--- config.mk ---
export PLATFORM = sky130hd
export DESIGN_NAME = icache
export DESIGN_NICKNAME = d
export VERILOG_FILES = /design/src/rtl/icache.sv
export SDC_FILE = /design/constraint.sdc
export NUM_CORES = 1
export LEC_CHECK = 0
export BUFFER_PORTS_ARGS = -buffer_cell sky130_fd_sc_hd__buf_2
export CORE_MARGIN = 5
export CORE_UTILIZATION = 59
export CTS_CLUSTER_SIZE = 20
export DETAILED_ROUTE_END_ITERATION = 8
export PLACE_DENSITY = 0.77
export SLEW_MARGIN = 20
export SYNTH_ARGS = -nofsm -noshare
export SYNTH_HDL_FRONTEND = slang
export SYNTH_SLANG_ARGS = --single-unit
--- constraint.sdc ---
create_clock -name clk -period 7.7 [get_ports clk]
set_input_delay 1.54 -clock clk [delete_from_list [all_inputs] [get_ports clk]]
set_output_delay 1.54 -clock clk [all_outputs]
set_load 0.005 [all_outputs]
--- src/rtl/icache.sv ---
// Direct-mapped instruction cache, one 32-bit word per line, with a single outstanding miss.
// Optional hit/miss performance counters are built when ICACHE_PERF_EN is defined.
module icache #(
    parameter int INDEX_BITS = 4
) (
    input  logic        clk,
    input  logic        rst,
    input  logic        rdy,
    input  logic        rob_clear,
    input  logic        fetch_req,
    input  logic [31:0] fetch_addr,
    output logic        fetch_valid,
    output logic [31:0] fetch_instr,
    output logic [31:0] fetch_addr_out,
    output logic        mc_req,
    output logic [31:0] mc_addr,
    input  logic        mc_ready,
    input  logic [31:0] mc_instr,
`ifdef ICACHE_PERF_EN
    output logic [31:0] hit_cnt,
    output logic [31:0] miss_cnt,
`endif
    output logic [1:0]  dbg_state_o
);

    localparam int LINES = 1 << INDEX_BITS;
    localparam int TAG_W = 30 - INDEX_BITS;

    typedef enum logic [1:0] {
        IDLE = 2'd0,
        MISS = 2'd1,
        RESP = 2'd2
    } state_e;

    // Handshakes: fetcher holds fetch_req/fetch_addr until a one-cycle fetch_valid pulse;
    // mc_req/mc_addr stay stable until the memory controller pulses mc_ready.
    state_e             state_q, state_d;
    logic [LINES-1:0]   valid_q, valid_d;
    logic [TAG_W-1:0]   tag_q  [LINES];
    logic [31:0]        data_q [LINES];
    logic               fetch_valid_q, fetch_valid_d;
    logic [31:0]        fetch_instr_q, fetch_instr_d;
    logic [31:0]        fetch_addr_out_q, fetch_addr_out_d;
    logic               mc_req_q, mc_req_d;
    logic [31:0]        mc_addr_q, mc_addr_d;
`ifdef ICACHE_PERF_EN
    logic [31:0]        hit_cnt_q, hit_cnt_d;
    logic [31:0]        miss_cnt_q, miss_cnt_d;
`endif

    logic [INDEX_BITS-1:0] fetch_idx, fill_idx;
    logic [TAG_W-1:0]      fetch_tag, fill_tag;
    logic                  lookup_hit;
    logic                  fill_we;

    assign fetch_idx  = fetch_addr[INDEX_BITS+1:2];
    assign fetch_tag  = fetch_addr[31:INDEX_BITS+2];
    assign fill_idx   = mc_addr_q[INDEX_BITS+1:2];
    assign fill_tag   = mc_addr_q[31:INDEX_BITS+2];
    assign lookup_hit = valid_q[fetch_idx] && (tag_q[fetch_idx] == fetch_tag);

    always_comb begin
        state_d          = state_q;
        valid_d          = valid_q;
        fetch_valid_d    = 1'b0;
        fetch_instr_d    = fetch_instr_q;
        fetch_addr_out_d = fetch_addr_out_q;
        mc_req_d         = mc_req_q;
        mc_addr_d        = mc_addr_q;
        fill_we          = 1'b0;
`ifdef ICACHE_PERF_EN
        hit_cnt_d        = hit_cnt_q;
        miss_cnt_d       = miss_cnt_q;
`endif
        if (rob_clear) begin
            // Flush wins over a same-cycle fill: the pending miss is dropped outright.
            state_d  = IDLE;
            mc_req_d = 1'b0;
        end else begin
            unique case (state_q)
                IDLE: begin
                    if (fetch_req && !fetch_valid_q) begin
                        if (lookup_hit) begin
                            fetch_valid_d    = 1'b1;
                            fetch_instr_d    = data_q[fetch_idx];
                            fetch_addr_out_d = fetch_addr;
`ifdef ICACHE_PERF_EN
                            hit_cnt_d        = hit_cnt_q + 32'd1;
`endif
                        end else begin
                            state_d   = MISS;
                            mc_req_d  = 1'b1;
                            mc_addr_d = fetch_addr;
`ifdef ICACHE_PERF_EN
                            miss_cnt_d = miss_cnt_q + 32'd1;
`endif
                        end
                    end
                end
                MISS: begin
                    if (mc_ready) begin
                        fill_we            = 1'b1;
                        valid_d[fill_idx]  = 1'b1;
                        state_d            = RESP;
                        mc_req_d           = 1'b0;
                        fetch_valid_d      = 1'b1;
                        fetch_instr_d      = mc_instr;
                        fetch_addr_out_d   = mc_addr_q;
                    end
                end
                RESP: state_d = IDLE;
                default: state_d = IDLE;
            endcase
        end
    end

    always_ff @(posedge clk or negedge rst) begin
        if (!rst) begin
            state_q          <= IDLE;
            valid_q          <= '0;
            fetch_valid_q    <= 1'b0;
            fetch_instr_q    <= '0;
            fetch_addr_out_q <= '0;
            mc_req_q         <= 1'b0;
            mc_addr_q        <= '0;
`ifdef ICACHE_PERF_EN
            hit_cnt_q        <= '0;
            miss_cnt_q       <= '0;
`endif
        end else if (rdy) begin
            state_q          <= state_d;
            valid_q          <= valid_d;
            fetch_valid_q    <= fetch_valid_d;
            fetch_instr_q    <= fetch_instr_d;
            fetch_addr_out_q <= fetch_addr_out_d;
            mc_req_q         <= mc_req_d;
            mc_addr_q        <= mc_addr_d;
`ifdef ICACHE_PERF_EN
            hit_cnt_q        <= hit_cnt_d;
            miss_cnt_q       <= miss_cnt_d;
`endif
        end
    end

    // Tag/data storage carries no reset; the valid bits alone qualify a line.
    always_ff @(posedge clk) begin
        if (rdy && fill_we) begin
            tag_q[fill_idx]  <= fill_tag;
            data_q[fill_idx] <= mc_instr;
        end
    end

    assign fetch_valid    = fetch_valid_q;
    assign fetch_instr    = fetch_instr_q;
    assign fetch_addr_out = fetch_addr_out_q;
    assign mc_req         = mc_req_q;
    assign mc_addr        = mc_addr_q;
`ifdef ICACHE_PERF_EN
    assign hit_cnt        = hit_cnt_q;
    assign miss_cnt       = miss_cnt_q;
`endif
    assign dbg_state_o    = state_q;

endmodule
## Word level (Yosys, flattened, before mapping)

Memories as Yosys holds them, arrays and structs flattened.
Index checks and enable logic that the tools add are counted.

- Bits in registers: 116
- RAM bits: 928
- Bits of input ports: 70
- Output and inout port bits: 100
- Logic and storage cells: 67
- Memories kept: 2

Memory list:

| name | depth | bits a word | rd ports | clocked after memory_dff | wr ports | RTL line | RTL |
|---|---|---|---|---|---|---|---|
| data_q | 16 | 32 | 1 | 0 | 1 | 40 | `logic [31:0] data_q [LINES];` |
| tag_q | 16 | 26 | 1 | 0 | 1 | 39 | `logic [TAG_W-1:0] tag_q [LINES];` |

- Magnitude comparators: 3
- Equality and inequality tests: 8
- Multiplexer cells: 31
- Bitwise operators: 3
- Reduce and logical (&&, ||, !) cells: 13

Operators by type and width:

| cell | count |
|---|---|
| 32-bit 2-to-1 mux | 6 |
| 32-bit one-hot mux with 2 select lines | 2 |
| 26-bit == test | 1 |
| 16-bit OR | 1 |
| 1-bit 2-to-1 mux | 14 |
| 4-bit by 5-bit < comparator with 1-bit output (second input constant) | 2 |
| 5-bit AND reduction | 2 |
| 3-bit != test (second input constant) | 3 |
| 2-bit 2-to-1 mux | 4 |
| 4-bit AND reduction | 2 |
| 2-bit != test (second input constant) | 3 |
| 6-bit AND reduction | 1 |
| 1-bit binary-select mux with 4-bit select | 1 |
| 1-bit demux with 4-bit select | 1 |
| 4-bit by 1-bit >= comparator with 1-bit output (second input constant) | 1 |
| 1-bit logical AND | 4 |
| 1-bit one-hot mux with 2 select lines | 2 |
| 2-bit one-hot mux with 2 select lines | 1 |
| 3-bit nonzero test | 1 |
| 2-bit by 1-bit == test with 1-bit output (second input constant) | 1 |
| 2-bit zero test | 1 |
| 1-bit NOT | 2 |
| 2-bit nonzero test | 1 |
| 1-bit zero test | 1 |

## Depth between registers and ports, before layout

Gate-level depths: netlist of run 1.

- Depth in word-level cells: 7
- Depth in mapped cells: 16
- Mapped depth without buffers: 9

## Least setup slack after synthesis of run 1

No wires, ideal clock.

- Kind: input port to flip-flop
- From: input rdy
- To: register valid_q[8]
- Setup time: 0.089 ns
- Arrival time: 7.053 ns
- Required time: 7.611 ns
- Setup slack: 0.557 ns
- Cell stages on the path: 8
- Path buffers: 2
- Cells stage by stage: inv_1 nor2_1 and3_1 clkbuf_1 clkbuf_1 nand3b_1 nor3_1 or2_2

- Longest elaborated chain between the ends: 1

Ends and longest elaborated chain:

| what | RTL line | RTL |
|---|---|---|
| from (decl) | 8 | `input logic rdy,` |
| 4-bit AND reduction (no line) | - |  |
| to (signal assigned) | 132 | `valid_q <= valid_d;` |
| to (decl) | 38 | `logic [LINES-1:0] valid_q, valid_d;` |

No other way between the ends.
A chain may end at the register's enable or synchronous reset.

## Final worst setup path of run 1

- From: input fetch_addr[4]
- To: register mc_addr_q[4], in the netlist mc_addr[4]

- Longest elaborated chain between the ends: 5
- Elaborated cells on any way between the ends: 7
- Those cells by class: eq/ne: 1; mux: 2; bitwise: 1; reduce/logical: 2; memory: 1

Ends and longest elaborated chain:

| what | RTL line | RTL |
|---|---|---|
| from (decl) | 11 | `input logic [31:0] fetch_addr,` |
| memory read 16 x 26 bit or 1-bit binary-select mux with 4-bit select (tied branches) | - |  |
| 26-bit == test or 1-bit 2-to-1 mux (tied branches) | 60 | `assign lookup_hit = valid_q[fetch_idx] && (tag_q[fetch_idx] == fetch_tag);` |
| 1-bit logical AND | 60 |  |
| 1-bit NOT (no line) | - |  |
| 5-bit AND reduction (no line) | - |  |
| to (signal assigned) | 137 | `mc_addr_q <= mc_addr_d;` |
| to (decl) | 45 | `logic [31:0] mc_addr_q, mc_addr_d;` |

Several ways; a longest one is shown, not always the timed one. The select of a mux whose other input is x is not followed.

==> results of run 1 <==
-- cell families after synthesis --
logic type             Yosys count  synth area share
AND/OR/NAND/NOR                143            0.0178
multiplexers                   424             0.175
buffers and inverters          121            0.0174
AO/OA/AOI/OAI                  213            0.0440
XOR/XNOR                        29           0.00611
flip-flops                    1044             0.740
-- layer usage --
metal,vias to the layer above,wire (um),GRT usage
li1,8723,-,-
met3,165,8330,0.0504
met2,1171,50900,0.440
met5,-,40,0
met1,11500,38700,0.373
met4,6,2330,0.0720
-- registers in the layout (all words and copies together) (netlist names) --
register        cells
data_q            512
tag_q             416
fetch_addr_out     32
fetch_instr        32
mc_addr            32
valid_q            16
dbg_state_o         2
fetch_valid         1
mc_req              1
-- how the worst max path moves through the flow --
| stage | endpoint | slack (ns) | cells after the start |
|---|---|---|---|
| after floorplan | valid_q[8] | 0.56 | 8 |
| after global placement | mc_addr[3] | 1.41 | 12 |
| after detailed placement | mc_addr[1] | 1.28 | 12 |
| after CTS | mc_addr[4] | 1.94 | 12 |
| after global routing | mc_addr[4] | 1.64 | 12 |
| final | mc_addr[4] | 1.91 | 11 |
-- per-stage QoR --
stage,std cells,power [mW]
2_1_floorplan,1974,7.20
3_3_place_gp,3016,7.57
3_5_place_dp,3016,7.62
4_1_cts,3205,12.5
5_1_grt,3208,12.8
6_report,3213,12.4
-- layout make-up --
| type | count | share of cell area |
|---|---|---|
| clock inverter | 47 | 0.0112 |
| tap | 940 | 0.0252 |
| clock buffer | 142 | 0.0588 |
| antenna | 8 | 0.000428 |
| inverter | 4 | 0.000348 |
| sequential | 1044 | 0.658 |
| timing repair buffer | 219 | 0.0274 |
| multi-input combinational | 809 | 0.219 |
-- report_power, final --
group | switching [mW] | total (mW) | internal [mW] | leakage, nW
clock | 2.09 | 4.90 | 2.81 | 1.59
sequential | 0.249 | 6.69 | 6.44 | 9.57
combinational | 0.458 | 0.821 | 0.362 | 4.18
total | 2.80 | 12.4 | 9.61 | 15.3
-- cells in the final DEF (no fill, tap or decap), types with 6 or more instances in the layout --
cell type,instances
clkinv_1,16
dfrtp_1,116
a22o_1,66
a22oi_1,25
clkbuf_1,34
mux2_2,66
nand2b_1,6
a31oi_1,6
xor2_1,11
bufinv_16,9
a21oi_1,12
nor2_4,13
xnor2_1,18
buf_4,49
clkbuf_8,8
nand2_1,39
nand3_1,11
mux2i_1,94
mux4_2,231
o21ai_0,9
nor2_1,12
a221o_1,63
clkbuf_16,101
edfxtp_1,928
mux2_1,33
buf_2,164
nor2b_1,11
or2_2,16
clkinv_2,14
diode_2,8
==> results.json, run 1 <==
{
  "status": "completed",
  "start_kind": "input pin",
  "cts_buffer_depth": 3,
  "cts.sinks": 1044,
  "postCtsSetupRepairBufs": 0,
  "wl_per_cell_um": 31.2,
  "reg2reg_to": "mc_addr[4]",
  "utilization": 0.669,
  "whs_ns": 0.463,
  "cp_common_cell": "buf_4",
  "cts_max_level": 3,
  "finalCritPeriodShare": 0.751,
  "p_per_area_nw_per_um2": 265,
  "hold_violations": 0,
  "grt_use_total": 0.266,
  "crit_required_ns": 8.25,
  "cap_violations": 0,
  "timing.rr.start": "tag_q[10][1]",
  "cts_tree": "done",
  "fmax_mhz": 173,
  "worstPathMaxFanout": 76,
  "whs_endpoint": "valid_q[6]",
  "rsz0062_at_grt": "false",
  "vias": 21500,
  "place_congestion": 0.780,
  "ant_nets": 0,
  "min_from": "valid_q[6]",
  "synthCells": 1974,
  "avgSynthCellArea_um2": 21.1,
  "netlist_top_cells_area": "edfxtp_1 67%, mux4_2 13%, dfrtp_1 7.0%, mux2i_1 2.3%, mux2_2 1.8%",
  "yosysTopAreaCellShare": 0.670,
  "r2r_slack_ns": 3.46,
  "synth_seq_cells": 1044,
  "finalClockSkew_ns": 0.0293,
  "drive_above_1_share": 0.310,
  "synth.most_common_cell": "edfxtp_1",
  "p_leak_nw": 15.3,
  "row_count": 97,
  "coreArea_um2": 69900,
  "nNetsFinal": 2248,
  "hold_path.class": "reg2reg",
  "path_buf_inv": 3,
  "startpoint": "fetch_addr[4]",
  "ir_drop_mv": 0.183,
  "via_per_inst": 6.70,
  "reg2reg_depth": 10,
  "post_cts_resized": 0,
  "hold_path_depth": 1,
  "drt_iter0_markers": 2707,
  "cp_slowest_stage_delay_ns": 0.87,
  "fillers": 4419,
  "synth_cell_types": 57,
  "yosys.area.top_type": "edfxtp_1",
  "dr.pass1.iters": 5,
  "dp_slack_ns": 1.28,
  "dpl-instance-area_um2": 43500,
  "yosysWarnings": 0,
  "numCtsBuffers": 100,
  "critical_path.top_delay_family": "buffers and inverters",
  "setup-tns-final_ns": 0,
  "die_h_um": 275,
  "pin_count": 170,
  "synth-edff-count": 928,
  "crit_path_end_kind": "register",
  "drt-total-wl_um": 100000,
  "grt_pass1_wl_um": 147000,
  "synth_common_cells": "928 x edfxtp_1, 231 x mux4_2, 116 x dfrtp_1",
  "path_class": "in2reg",
  "async_flop_share": 0.111,
  "synthesis.nets": 2044,
  "worst_pin_slew_ns": 1.13,
  "yosysSeqAreaShare": 0.740,
  "slew_headroom": 0.248,
  "finalInstanceArea_um2": 46800,
  "fp.dieArea_um2": 75900,
  "setup_viol": 0,
  "clkTransAtPathRegs_ns": 0.06,
  "clkLatencyLatePin_ns": 0.67,
  "worst_slack_ns": 1.91,
  "overflow": 0,
  "areaGrowthSynthToFinish_pct": 12.5,
  "netlist_area_um2": 41600,
  "critPathSlowestCell": "a21bo_2",
  "path_cells": "buf_6 > buf_4 > mux4_2 > mux2i_1 > a211oi_1 > nor4b_1 > nand4b_1 > nor4bb_1 > a21bo_2 > buf_4 > mux2_1",
  "drc": 0,
  "start_util": 0.595,
  "grt_max_degree": 79,
  "clockRootBuffer": "clkbuf_16",
  "antenna_found_initial": 10,
  "cp.arrival_ns": 6.33,
  "regArea_um2": 30800,
  "dp_hpwl_um": 52800,
  "portBuffers": 169,
  "grt_pass1_vias": 21900,
  "slew_viol_final": 0,
  "die_w_um": 275,
  "synth_ff_type": "edfxtp_1",
  "ctsHoldBuffers": 0,
  "period_needed_ns": 5.79,
  "multi_input_area_um2": 10200
}
No activity file was read; power rests on OpenSTA's default activity.
==> run 2: changes to the inputs <==
--- a/config.mk
+++ b/config.mk
@@ -7,10 +7,10 @@
 export LEC_CHECK = 0
 export BUFFER_PORTS_ARGS = -buffer_cell sky130_fd_sc_hd__buf_2
 export CORE_MARGIN = 5
-export CORE_UTILIZATION = 59
+export CORE_UTILIZATION = 55
 export CTS_CLUSTER_SIZE = 20
 export DETAILED_ROUTE_END_ITERATION = 8
-export PLACE_DENSITY = 0.77
+export PLACE_DENSITY = 0.75
 export SLEW_MARGIN = 20
 export SYNTH_ARGS = -nofsm -noshare
 export SYNTH_HDL_FRONTEND = slang
==> constraint.sdc (replaced) <==
create_clock -name clk -period 5.3 [get_ports clk]
set_input_delay 1.06 -clock clk [delete_from_list [all_inputs] [get_ports clk]]
set_output_delay 1.06 -clock clk [all_outputs]
set_load 0.005 [all_outputs]
==> run 2 against run 1 <==
Via count rose by 0.19%; critical path depth rose by 1; register-to-register slack worse by 1.7 ns; utilization shrank 3.6 points; clock power up 49%; combinational power up 47%; cell count is 1.4% higher; total power rose by 47%; first-iteration DRC count fell by 7.4%; largest cell class unchanged; clock-buffer cell count unchanged; sequential share of layout area fell by 0.67 points; non-clock buffer count grew 18.
==> results.json, run 2 (synthesized netlist as in run 1, its figures left out) <==
{
  "row_count": 100,
  "hold_violations": 0,
  "drt-total-wl_um": 102000,
  "ir_drop_mv": 0.268,
  "worst_pin_slew_ns": 1.00,
  "postCtsSetupRepairBufs": 0,
  "p_per_area_nw_per_um2": 386,
  "hold_path_depth": 1,
  "grt_max_degree": 99,
  "critical_path.top_delay_family": "buffers and inverters",
  "wl_per_cell_um": 31.3,
  "coreArea_um2": 74700,
  "cp.arrival_ns": 4.90,
  "numCtsBuffers": 101,
  "cap_violations": 0,
  "finalInstanceArea_um2": 47200,
  "p_leak_nw": 15.6,
  "largest_register": "data_q",
  "period_needed_ns": 4.38,
  "cts_max_level": 3,
  "path_class": "in2reg",
  "final_common_cell": "edfxtp_1",
  "path_cells": "buf_6 > buf_12 > mux4_2 > nor2b_1 > a211oi_1 > a21oi_1 > xor2_1 > nor4_1 > nor4bb_1 > a21bo_2 > buf_12 > mux2_1",
  "setup-tns-final_ns": 0,
  "die_w_um": 285,
  "cts.sinks": 1044,
  "fmax_mhz": 228,
  "cp_common_cell": "buf_12",
  "dr.pass1.iters": 5,
  "finalClockSkew_ns": 0.0244,
  "cp_slowest_stage_delay_ns": 0.57,
  "min_from": "valid_q[4]",
  "via_per_inst": 6.62,
  "start_kind": "input pin",
  "overflow": 0,
  "rsz0062_at_grt": "false",
  "portBuffers": 169,
  "dpl-instance-area_um2": 43800,
  "areaGrowthSynthToFinish_pct": 13.6,
  "crit_path_end_kind": "register",
  "sequentialPowerShare": 0.534,
  "finalPower_mw": 18.3,
  "worstPathMaxFanout": 64,
  "drive_above_1_share": 0.319,
  "p_sw_mw": 4.11,
  "status": "completed",
  "top_regs": "data_q x512, tag_q x416",
  "pin_count": 170,
  "clkTransAtPathRegs_ns": 0.06,
  "reg2reg_to": "fetch_instr[16]",
  "drc": 0,
  "antenna_found_initial": 9,
  "cts_buffer_depth": 3,
  "grt_pass1_wl_um": 151000,
  "nNetsFinal": 2267,
  "p_int_mw": 14.1,
  "critPathSlowestCell": "buf_6",
  "slew_viol_final": 0,
  "post_cts_resized": 0,
  "clkPwrFrac": 0.400,
  "p_sw_frac": 0.225,
  "crit_required_ns": 5.82,
  "r2r_slack_ns": 1.74,
  "whs_endpoint": "valid_q[4]",
  "final_cell_mix": "928 x edfxtp_1, 231 x mux4_2, 164 x buf_2, 116 x dfrtp_1, 105 x clkbuf_16",
  "timing.rr.start": "tag_q[13][23]",
  "start_util": 0.557,
  "finalCritPeriodShare": 0.827,
  "place_congestion": 0.790,
  "vias": 21600,
  "grt_use_total": 0.251,
  "clockRootBuffer": "clkbuf_16",
  "largest_reg_flops": 512,
  "grt_pass1_vias": 22300,
  "path_buf_inv": 3,
  "reg2reg_depth": 10,
  "ant_nets": 0,
  "combPwrFrac": 0.066,
  "dp_hpwl_um": 55600,
  "slew_headroom": 0.333,
  "die_h_um": 285,
  "fp.dieArea_um2": 81200,
  "hold_path.class": "reg2reg",
  "setup_viol": 0,
  "drt_iter0_markers": 2508,
  "cts_tree": "done",
  "clkLatencyLatePin_ns": 0.66,
  "ctsHoldBuffers": 0
}
-- run 2: cell types whose count changed in the layout (fill, tap and decap cells not counted), sizes merged --
cell      before  now
buf          218  236
diode          8    4
inv            7    4
clkinv        32   34
bufinv         9   10
clkinvlp       3    4
-- run 2: how the worst max path moves through the flow --
stage | from | endpoint | slack, ns | cells after the start
floorplan | rdy | data_q[13][0] | 0.22 | 7
global route | fetch_addr[4] | mc_addr[16] | 0.73 | 12
detailed placement | fetch_addr[4] | mc_addr[19] | 0.28 | 12
finish | fetch_addr[4] | mc_addr[17] | 0.92 | 12
CTS | fetch_addr[4] | mc_addr[17] | 0.94 | 12
global placement | fetch_addr[4] | mc_addr[14] | 0.36 | 12
-- run 2: metal layers --
metal | wire length (um) | up-vias | track usage
li1 | - | 8764 | -
met1 | 39000 | 11400 | 0.345
met2 | 50600 | 1190 | 0.415
met3 | 9490 | 219 | 0.0522
met4 | 2930 | 10 | 0.0709
met5 | 68 | - | 0
-- run 2: final cells by class --
cell class	instances	area [um^2]
inverter	4	16.3
clock inverter	48	559
antenna	4	10.0
clock buffer	142	2850
sequential	1044	30800
fill	4911	27500
tap	969	1210
multi-input combinational	809	10200
timing repair buffer	237	1580
-- run 2: stage by stage --
stage / utilization / instances / setup WS (ns) / hold slack [ns]
floorplan: - / 1974 / 0.220 / 0.434
global placement: 0.587 / 3063 / 0.363 / 0.446
detailed placement: 0.587 / 3063 / 0.281 / 0.451
CTS: 0.632 / 3253 / 0.945 / 0.466
global route: 0.632 / 3254 / 0.726 / 0.469
finish: 0.632 / 3257 / 0.917 / 0.466
-- run 2: power groups by stage --
stage               Clock [mW]  Combinational, mW  Sequential (mW)
floorplan                    0              0.729             9.74
global placement             0               1.18             9.87
detailed placement           0               1.21             9.91
CTS                       7.39               1.22             9.74
global route              7.76               1.29             9.77
finish                    7.30               1.21             9.74
-- run 2: worst register-to-register path, stage by stage, from the launching register on --
cell and delay, ns:
edfxtp_1 0.37, mux4_2 0.46, mux2i_1 0.17, mux2i_1 0.12, xnor2_1 0.16, o211ai_1 0.17, or4_4 0.57, a2111oi_4 0.40
a21oi_4 0.29, buf_12 0.31, a221o_1 0.41
